`src/rtl/spi_mem_pkg.sv`:
```
// Shared types and helpers for the SPI burst memory slave.
package spi_mem_pkg;

  typedef enum logic [2:0] {
    ARMED,
    IDLE,
    HEADER,
    FETCH,
    READ,
    WRITE,
    COMMIT,
    DRAIN
  } state_t;

  localparam logic RW_READ  = 1'b1;
  localparam logic RW_WRITE = 1'b0;

  // Header frame is the address followed by the single read/write bit.
  function automatic int hdr_len(input int addr_w);
    return addr_w + 1;
  endfunction

  // Counter must hold the longer of the header and data word lengths.
  function automatic int cnt_width(input int addr_w, input int data_w);
    int longest;
    longest = (addr_w + 1 > data_w) ? (addr_w + 1) : data_w;
    return $clog2(longest + 1);
  endfunction

endpackage

```
`src/rtl/spi_mem_ram.sv`:
```
// Single-port synchronous RAM with one-cycle registered read.
// The read data register only updates when re is asserted, so a
// prefetched word stays available until it is consumed.
module spi_mem_ram #(
  parameter int ADDR_W = 7,
  parameter int DATA_W = 8
) (
  input  logic              clk,
  input  logic              we,
  input  logic              re,
  input  logic [ADDR_W-1:0] addr,
  input  logic [DATA_W-1:0] wdata,
  output logic [DATA_W-1:0] rdata
);

  localparam int DEPTH = 2 ** ADDR_W;

  logic [DATA_W-1:0] mem [DEPTH];

  // Array write and gated registered read share the single address port.
  always_ff @(posedge clk) begin
    if (we) begin
      mem[addr] <= wdata;
    end
    if (re) begin
      rdata <= mem[addr];
    end
  end

endmodule

```
`src/rtl/spi_mem_burst.sv`:
```
// SPI mode-0 slave memory with configurable address/data width.
// Optional feature macro SPI_MEM_BURST_EN: when defined, reads and
// writes auto-increment the address until chip select rises; when
// undefined, exactly one word is transferred per transaction and the
// rest of the transaction drains.
module spi_mem_burst
  import spi_mem_pkg::*;
#(
  parameter int ADDR_W = 7,
  parameter int DATA_W = 8
) (
  input  logic clk,
  input  logic rst_n,
  input  logic cs_n,
  input  logic mosi,
  input  logic sclk_posedge,
  input  logic sclk_negedge,
  output logic miso,
  output logic miso_oe,
  output logic busy,
  output logic word_done
);

  localparam int DEPTH   = 2 ** ADDR_W;
  localparam int HDR_LEN = hdr_len(ADDR_W);
  localparam int CNT_W   = cnt_width(ADDR_W, DATA_W);

  localparam logic [CNT_W-1:0] HDR_LAST  = CNT_W'(HDR_LEN - 1);
  localparam logic [CNT_W-1:0] DATA_LAST = CNT_W'(DATA_W - 1);
  localparam logic [CNT_W-1:0] CNT_ONE   = CNT_W'(1);
  localparam logic [ADDR_W-1:0] ADDR_ONE = ADDR_W'(1);

`ifdef SPI_MEM_BURST_EN
  localparam bit BURST = 1'b1;
`else
  localparam bit BURST = 1'b0;
`endif

  state_t            state, state_nxt;
  logic [CNT_W-1:0]  bit_cnt, bit_cnt_nxt;
  logic [ADDR_W-1:0] addr, addr_nxt;
  logic [ADDR_W-1:0] hdr, hdr_nxt;
  logic [DATA_W-1:0] rx, rx_nxt;
  logic [DATA_W-1:0] tx, tx_nxt;
  logic              miso_nxt, miso_oe_nxt, word_done_nxt;
  logic              load_pend, load_pend_nxt;

  logic              ram_we, ram_re;
  logic [ADDR_W-1:0] ram_addr;
  logic [DATA_W-1:0] ram_rdata;

  spi_mem_ram #(
    .ADDR_W(ADDR_W),
    .DATA_W(DATA_W)
  ) u_ram (
    .clk  (clk),
    .we   (ram_we),
    .re   (ram_re),
    .addr (ram_addr),
    .wdata(rx),
    .rdata(ram_rdata)
  );

  // ARMED exists only to swallow a transaction caught mid-flight by reset.
  assign busy = (state != IDLE) && (state != ARMED);

  // State and datapath registers; the RAM contents are deliberately not reset.
  always_ff @(posedge clk) begin
    if (!rst_n) begin
      state     <= ARMED;
      bit_cnt   <= '0;
      addr      <= '0;
      hdr       <= '0;
      rx        <= '0;
      tx        <= '0;
      miso      <= 1'b0;
      miso_oe   <= 1'b0;
      word_done <= 1'b0;
      load_pend <= 1'b0;
    end else begin
      state     <= state_nxt;
      bit_cnt   <= bit_cnt_nxt;
      addr      <= addr_nxt;
      hdr       <= hdr_nxt;
      rx        <= rx_nxt;
      tx        <= tx_nxt;
      miso      <= miso_nxt;
      miso_oe   <= miso_oe_nxt;
      word_done <= word_done_nxt;
      load_pend <= load_pend_nxt;
    end
  end

  // Next-state, datapath and RAM control; posedge strobes take priority
  // over negedge strobes, and a high chip select overrides everything.
  always_comb begin
    state_nxt     = state;
    bit_cnt_nxt   = bit_cnt;
    addr_nxt      = addr;
    hdr_nxt       = hdr;
    rx_nxt        = rx;
    tx_nxt        = tx;
    miso_nxt      = miso;
    miso_oe_nxt   = miso_oe;
    word_done_nxt = 1'b0;
    load_pend_nxt = load_pend;
    ram_we        = 1'b0;
    ram_re        = 1'b0;
    ram_addr      = addr;

    case (state)
      ARMED: begin
        if (cs_n) begin
          state_nxt = IDLE;
        end
      end

      IDLE: begin
        if (!cs_n) begin
          state_nxt   = HEADER;
          bit_cnt_nxt = '0;
        end
      end

      HEADER: begin
        if (sclk_posedge) begin
          hdr_nxt = {hdr[ADDR_W-2:0], mosi};
          if (bit_cnt == HDR_LAST) begin
            // hdr already holds every address bit; mosi is the rw flag.
            addr_nxt    = hdr;
            bit_cnt_nxt = '0;
            state_nxt   = (mosi == RW_READ) ? FETCH : WRITE;
          end else begin
            bit_cnt_nxt = bit_cnt + CNT_ONE;
          end
        end
      end

      FETCH: begin
        if (bit_cnt == '0) begin
          ram_re      = 1'b1;
          bit_cnt_nxt = CNT_ONE;
        end else begin
          tx_nxt        = ram_rdata;
          bit_cnt_nxt   = '0;
          miso_oe_nxt   = 1'b1;
          load_pend_nxt = 1'b0;
          state_nxt     = READ;
          if (BURST) begin
            ram_re   = 1'b1;
            ram_addr = addr + ADDR_ONE;
          end
        end
      end

      READ: begin
        if (sclk_posedge) begin
          if (bit_cnt == DATA_LAST) begin
            word_done_nxt = 1'b1;
            bit_cnt_nxt   = '0;
            if (BURST) begin
              addr_nxt      = addr + ADDR_ONE;
              load_pend_nxt = 1'b1;
            end else begin
              state_nxt = DRAIN;
              miso_nxt  = 1'b0;
            end
          end else begin
            bit_cnt_nxt = bit_cnt + CNT_ONE;
          end
        end else if (sclk_negedge) begin
          if (load_pend) begin
            // addr now names the prefetched word; fetch the one after it.
            miso_nxt      = ram_rdata[DATA_W-1];
            tx_nxt        = {ram_rdata[DATA_W-2:0], 1'b0};
            load_pend_nxt = 1'b0;
            ram_re        = 1'b1;
            ram_addr      = addr + ADDR_ONE;
          end else begin
            miso_nxt = tx[DATA_W-1];
            tx_nxt   = {tx[DATA_W-2:0], 1'b0};
          end
        end
      end

      WRITE: begin
        if (sclk_posedge) begin
          rx_nxt = {rx[DATA_W-2:0], mosi};
          if (bit_cnt == DATA_LAST) begin
            bit_cnt_nxt = '0;
            state_nxt   = COMMIT;
          end else begin
            bit_cnt_nxt = bit_cnt + CNT_ONE;
          end
        end
      end

      COMMIT: begin
        ram_we        = 1'b1;
        word_done_nxt = 1'b1;
        bit_cnt_nxt   = '0;
        if (BURST) begin
          addr_nxt  = addr + ADDR_ONE;
          state_nxt = WRITE;
        end else begin
          state_nxt = DRAIN;
        end
      end

      DRAIN: begin
        state_nxt = DRAIN;
      end

      default: begin
        state_nxt = IDLE;
      end
    endcase

    // A completed word in COMMIT keeps its write; partial words are dropped.
    if (cs_n && (state != ARMED) && (state != IDLE)) begin
      state_nxt     = IDLE;
      miso_nxt      = 1'b0;
      miso_oe_nxt   = 1'b0;
      bit_cnt_nxt   = '0;
      load_pend_nxt = 1'b0;
    end
  end

endmodule

```
`config.mk`:
```
export PLATFORM = sky130hd
export DESIGN_NAME = spi_mem_burst
export DESIGN_NICKNAME = d
export VERILOG_FILES = /design/src/rtl/spi_mem_pkg.sv /design/src/rtl/spi_mem_ram.sv /design/src/rtl/spi_mem_burst.sv
export SDC_FILE = /design/constraint.sdc
export NUM_CORES = 1
export LEC_CHECK = 0
export ABC_AREA = 1
export CORE_MARGIN = 3
export CORE_UTILIZATION = 30
export DETAILED_ROUTE_END_ITERATION = 7
export HOLD_SLACK_MARGIN = 0.02
export PLACE_DENSITY = 0.42
export SYNTH_ARGS = -nofsm -noshare
export SYNTH_HDL_FRONTEND = slang
export SYNTH_HIERARCHICAL = 1
export SYNTH_SLANG_ARGS = --single-unit
export TNS_END_PERCENT = 5
```
`constraint.sdc`:
```
create_clock -name clk -period 3.79 [get_ports clk]
set_input_delay 0.379 -clock clk [delete_from_list [all_inputs] [get_ports clk]]
set_output_delay 0.379 -clock clk [all_outputs]
set_load 0.1 [all_outputs]
```
# == After elaboration in Yosys (flattened, before gate mapping) ==
# Memory sizes are Yosys's and may differ from the RTL's. A register that Yosys moved wholly into a read port is not among the register bits.
# Cells that the tools add are included.
# word_totals
register_bits,41
mem_bits_rw,1024
inputBits,6
output_inout_bits,4
word_cells,113
memories,1
# memory_table
name,words,width,rd,rd_clocked_by_memory_dff,wr,line_no,rtl
u_ram.mem,128,8,1,1,1,spi_mem_ram.sv:18,logic [DATA_W-1:0] mem [DEPTH];
# op_classes
addsub,2
n_eq_ne,31
n_mux,45
bitwise_logic,2
reduce_logical,21
# op_table
cell,count
$mux W8,4
$mux W3,10
$mux W7,4
$ne A3 B3 Y1 const B,9
$ne A2 B2 Y1 const B,11
$pmux W3 S7,1
$mux W1,18
$reduce_and A9 Y1,2
$pmux W4 S4,1
$pmux W8 S2,1
$eq A3 B3 Y1 const B,4
$mux W4,3
$reduce_and A3 Y1,3
$add A7 B1 Y7 const B,1
$eq A3 B2 Y1 const B,2
$pmux W1 S2,3
$reduce_and A2 Y1,3
$add A4 B1 Y4 const B,1
$eq A4 B3 Y1 const B,1
$logic_not A4 Y1,1
$ne A2 B1 Y1 const B,2
$reduce_and A4 Y1,1
$reduce_bool A2 Y1,2
$reduce_bool A4 Y1,1
other kinds (8),12

# == Logic depth before layout (Yosys ltp) ==
# depth
depth_word,5
ltp_mapped,16
ltp_nobuf,13

# == Modules after synthesis ==
# The synthesis kept the hierarchy.
# by_module_without_submodules
mod,instances,cells_per_inst,area_each_um2,seq_area_each_um2
spi_mem_ram,1,4402,44056.0,30989.7
spi_mem_burst,1,269,1869.3,800.8

# == Worst setup path before layout ==
# OpenSTA, ideal clock, no wires.
# synth_timing
kind,reg-to-reg
from,register rx[0]
to,"memory u_ram.mem[0][0], data pin"
setup_time_ns,0.532
arrival_time_ns,1.851
t_required_ns,3.258
slack_ns,1.408
path_stages_with_launch,1
n_path_buf,0
synth_period_minus_slack_ns,2.382
cell_sequence,dfxtp_1
# synth_lines
item,line_no,rtl
"start, declared",spi_mem_burst.sv:43,"logic [DATA_W-1:0] rx, rx_nxt;"
"start signal, assigned",spi_mem_burst.sv:85,rx <= rx_nxt;
"end, declared",spi_mem_ram.sv:18,
# No word-level cell before the write port.

# == Worst setup path in the final report ==
# layout_timing
from,register state[1]
to,memory u_ram.mem[2][7] (enable)
# layout_via
elab_chain_cells,4
elab_cells_between_ends,6
classes_between,2 x eq/ne; 4 x mux
# layout_lines
item,line_no,rtl
"start, declared",spi_mem_burst.sv:39,"state_t state, state_nxt;"
"start signal, assigned",spi_mem_burst.sv:81,state <= state_nxt;
$eq A3 B3 Y1,spi_mem_burst.sv:111,case (state)
$mux W1,spi_mem_burst.sv:111,
named net ram_we,spi_mem_burst.sv:48,"logic ram_we, ram_re;"
$mux W1,spi_mem_ram.sv:22,if (we) begin
$mux W1 (implied by the code),spi_mem_ram.sv:23,mem[addr] <= wdata;
# The timed path passes the listed nets, and every way through them passes these cells.

==> flow_results.org <==
** Outcome
- The flow ran to the end, and the final reports show no timing, DRC or antenna violations.

** Final layout
- Area delta synth->final :: 14.7%
- Most frequent standard cell in the layout excluding fill and tap cells :: nand2_1
- Layout cells sized above 1 :: 0.0773
- Non-Filler Cell Area, Final :: 52700 µm²
- The top cell types in the final layout, fill and taps aside, are nand2_1, edfxtp_1, nor2_1.
- In the final design database the tool counted 4748 nets.
- After filler insertion, the fill cell instance count of the layout stands at 15.4k.

** STA
- In the final timing run, aggregate negative setup slack is 0 ns.
- Dividing the final minimum period by the clock period gives 0.832.
- Derived from the worst setup path, the maximum achievable clock frequency is 317 MHz.
- The hold violation total from the final report came to 0.
- Tightest slew margin relative to the limit :: 0.306
- Worst-case hold slack :: 0.438 ns
- Setup violations remaining at the end of the flow were counted as 0.
- Measured slew at the worst slew-check pin :: 1.04 ns
- Setup repair after global routing missed its margin :: false
- Counting I/O delays and the setup requirement, the final critical path takes 3.15 ns.
- The final max-slew violation count was 0.
- Worst-case clock skew :: 0.0382 ns

** Detailed routing
- Vias per std cell :: 4.51
- Via count :: 30.9k
- For this run, the detailed router's first-pass iteration total came to 5.
- Detailed-route DRC error count :: 0
- Number of nets with antenna violations after routing :: 0
- Initial drt markers :: 2262
- Routed wire length per instance :: 19.9 µm
- For this block, the routed nets add up to 136000 µm of wire.

** Logic synthesis
- Combinational family with the most area after synthesis :: simple AND/OR/NAND/NOR gates
- Mapped Avg Cell Area :: 9.83 µm²
- After synthesis the cells add up to 45900 µm².
- Counting every instance in the synthesized netlist gives 4671.
- In this run, synthesis produced a sequential element count of 1072.
- After synthesis, the share of flip-flops with an asynchronous set or reset is 0.
- Number of synthesized flops with an enable pin :: 1032
- The compound-gate portion of the synthesized area came to 0.00687.
- Share of synthesized area occupied by flip-flops and latches :: 0.692
- Yosys cell types :: 33
- Area share of xor/xnor cells in the synthesized design :: 0.000381
- Top flip-flop cell by instance count after synthesis :: edfxtp_1
- Area share of fa/ha/maj cells after synthesis :: 0.000545
- Of the total synthesized cell area, the portion taken by AND, OR, NAND and NOR gates is 0.267.
- The number of nets handed over by synthesis was 4679.
- The portion of synthesized area spent on multiplexers is 0.
- The Yosys step of the flow raised 6 warnings.

** Clock network
- Clock latency on the worst-skew pair, taken at its later pin, is 0.74 ns.
- Post-CTS Hold Fix Bufs :: 0
- The H-tree was split into 3 levels.
- Clock Pin Slew Worst Setup and Hold Paths :: 0.06 ns
- The root buffer cell chosen for the clock tree is clkbuf_16.
- In this run, CTS created clock tree buffers numbering 118.
- The tree built by TritonCTS fans out to 1072 sinks.
- Number of buffers on the longest clock path :: 3
- TritonCTS clock tree :: done
- Cells resized by post-CTS repair :: 0
- Post-CTS Setup Repair Bufs :: 0

** Power and ir drop
- Leakage dissipation :: 23.0 nW
- For this design the ratio of total power to cell area is 475 nW/µm².
- Peak supply drop :: 0.359 mV

** Setup path
- Worst EP arrival :: 3.57 ns
- Worst setup path class :: flop to flop
- Sort of element at the end of the critical path :: flop
- The worst setup path is launched from a flop.
- Worst Path Required :: 4.21 ns
- In this run the worst path has a maximum fanout of 8.

** Floorplanning
- Measured along the x axis, the die boundary spans 397 µm.
- Row generation in the floorplan step produced 142 rows.
- DIE HEIGHT :: 397 µm
- Full die area :: 158000 µm²
- Effective utilization at floorplan :: 0.304
- Boundary pin count :: 10
- Placeable core area :: 151000 µm²

** Placement
- During placement, the flow inserted port buffers numbering 9.
- The congestion estimate from routability-driven global placement came to 0.806.
- Placement Cell Area :: 48900 µm²
- After legalization and detailed placement, the total HPWL measured 80000 µm.

** Global route
- The number of global-route vias before repair came to 30.2k.
- Summed over all layers, the global routing overflow is 0.
- First-pass GRT wire length :: 203000 µm
- The initial antenna violation count was 2.
- Pin count of the biggest net entering global routing :: 147
- For this run, the total global-route usage over all layers was measured as 0.172.

** Job
- Count of max-cap constraint violations :: 0

** Hold path
- The tightest min-delay check is of the input pin to flop type.
[power by group]
group | switching, W | internal, W | leakage, nW
combinational | 0.000457 | 0.000158 | 9.59
clock | 0.00478 | 0.00657 | 1.84
sequential | 0.000109 | 0.0130 | 11.5
[per-layer routing]
metal / vias to the layer above / track usage / part of all wire
met5: - / 0 / 0
met4: 0 / 0.0486 / 0.023
met3: 160 / 0.0235 / 0.039
met2: 541 / 0.276 / 0.46
met1: 15000 / 0.244 / 0.48
li1: 15200 / - / -
[cell type report]
cell class | count | area [µm²] | area share
Multi-Input combinational cell | 3278 | 12600 | 0.239
Sequential cell | 1072 | 31800 | 0.604
Tap cell | 2016 | 2520 | 0.0479
Inverter | 99 | 398 | 0.00755
Timing Repair Buffer | 171 | 1530 | 0.0291
Antenna cell | 1 | 2.50 | 0.0000475
Clock buffer | 152 | 3230 | 0.0612
Clock inverter | 67 | 562 | 0.0107
[through the flow]
step            util  power (W)  setup WS (ns)  std cells
2_1_floorplan      -     0.0137           1.41       4671
3_3_place_gp   0.324     0.0140          0.613       6636
3_5_place_dp   0.324     0.0140          0.657       6636
4_1_cts        0.349     0.0254          0.591       6855
5_1_grt        0.349     0.0259          0.440       6855
6_report       0.349     0.0250          0.638       6856
[worst paths after layout]
check,startpoint,end,slack (ns),cells after the start
worst max register to register,state[1]$_SDFFE_PP0P_,u_ram/mem[2][7]$_DFFE_PP_,0.64,6
worst max-delay path,state[1]$_SDFFE_PP0P_,u_ram/mem[2][7]$_DFFE_PP_,0.64,6
worst min register to register,hdr[6]$_SDFFE_PN0P_,hdr[6]$_SDFFE_PN0P_,0.46,2
worst min-delay path,cs_n,state[0]$_SDFFE_PN0P_,0.44,5
[registers in the layout, indices dropped and copies added, names as in the netlist, 3 cells and up]
register / flops
bit_cnt: 4
u_ram/mem: 1024
rx: 8
tx: 8
addr: 7
state: 3
hdr: 7
u_ram/rdata: 8
[synthesized netlist by cell type, types with 3 or more instances]
cell type     n  area, µm²
clkbuf_1     33        124
a21oi_1      24        120
nor2_2        6       37.5
buf_4        35        263
inv_1        92        345
o21ai_0      32        160
buf_1        17       63.8
nand2_1    2839      10700
or2_2         9       56.3
inv_2         5       18.8
nor2_1      302       1130
buf_2       133        666
nand2_4       3       33.8
edfxtp_1   1032      31000
buf_6         4       45.0
dfxtp_1      40        801
nand3_1      39        195
nand2_2       4       25.0
[cell families after synthesis]
| logic type | count (synthesis) |
|---|---|
| AND/OR/NAND/NOR | 3213 |
| flip-flops | 1072 |
| buffers and inverters | 321 |
| AO/OA/AOI/OAI | 61 |
| XOR/XNOR | 2 |
| adder cells (fa/ha/maj) | 2 |
[worst max-delay path: stages (launching register included)]
cell and delay [ns]:
dfxtp_1 0.53, nand2_1 0.14, nor2_1 0.44, nand2_1 0.69, buf_4 0.40, nor2_1 0.34
buf_4 0.27
Note: power is estimated with default switching activity, not from simulation.
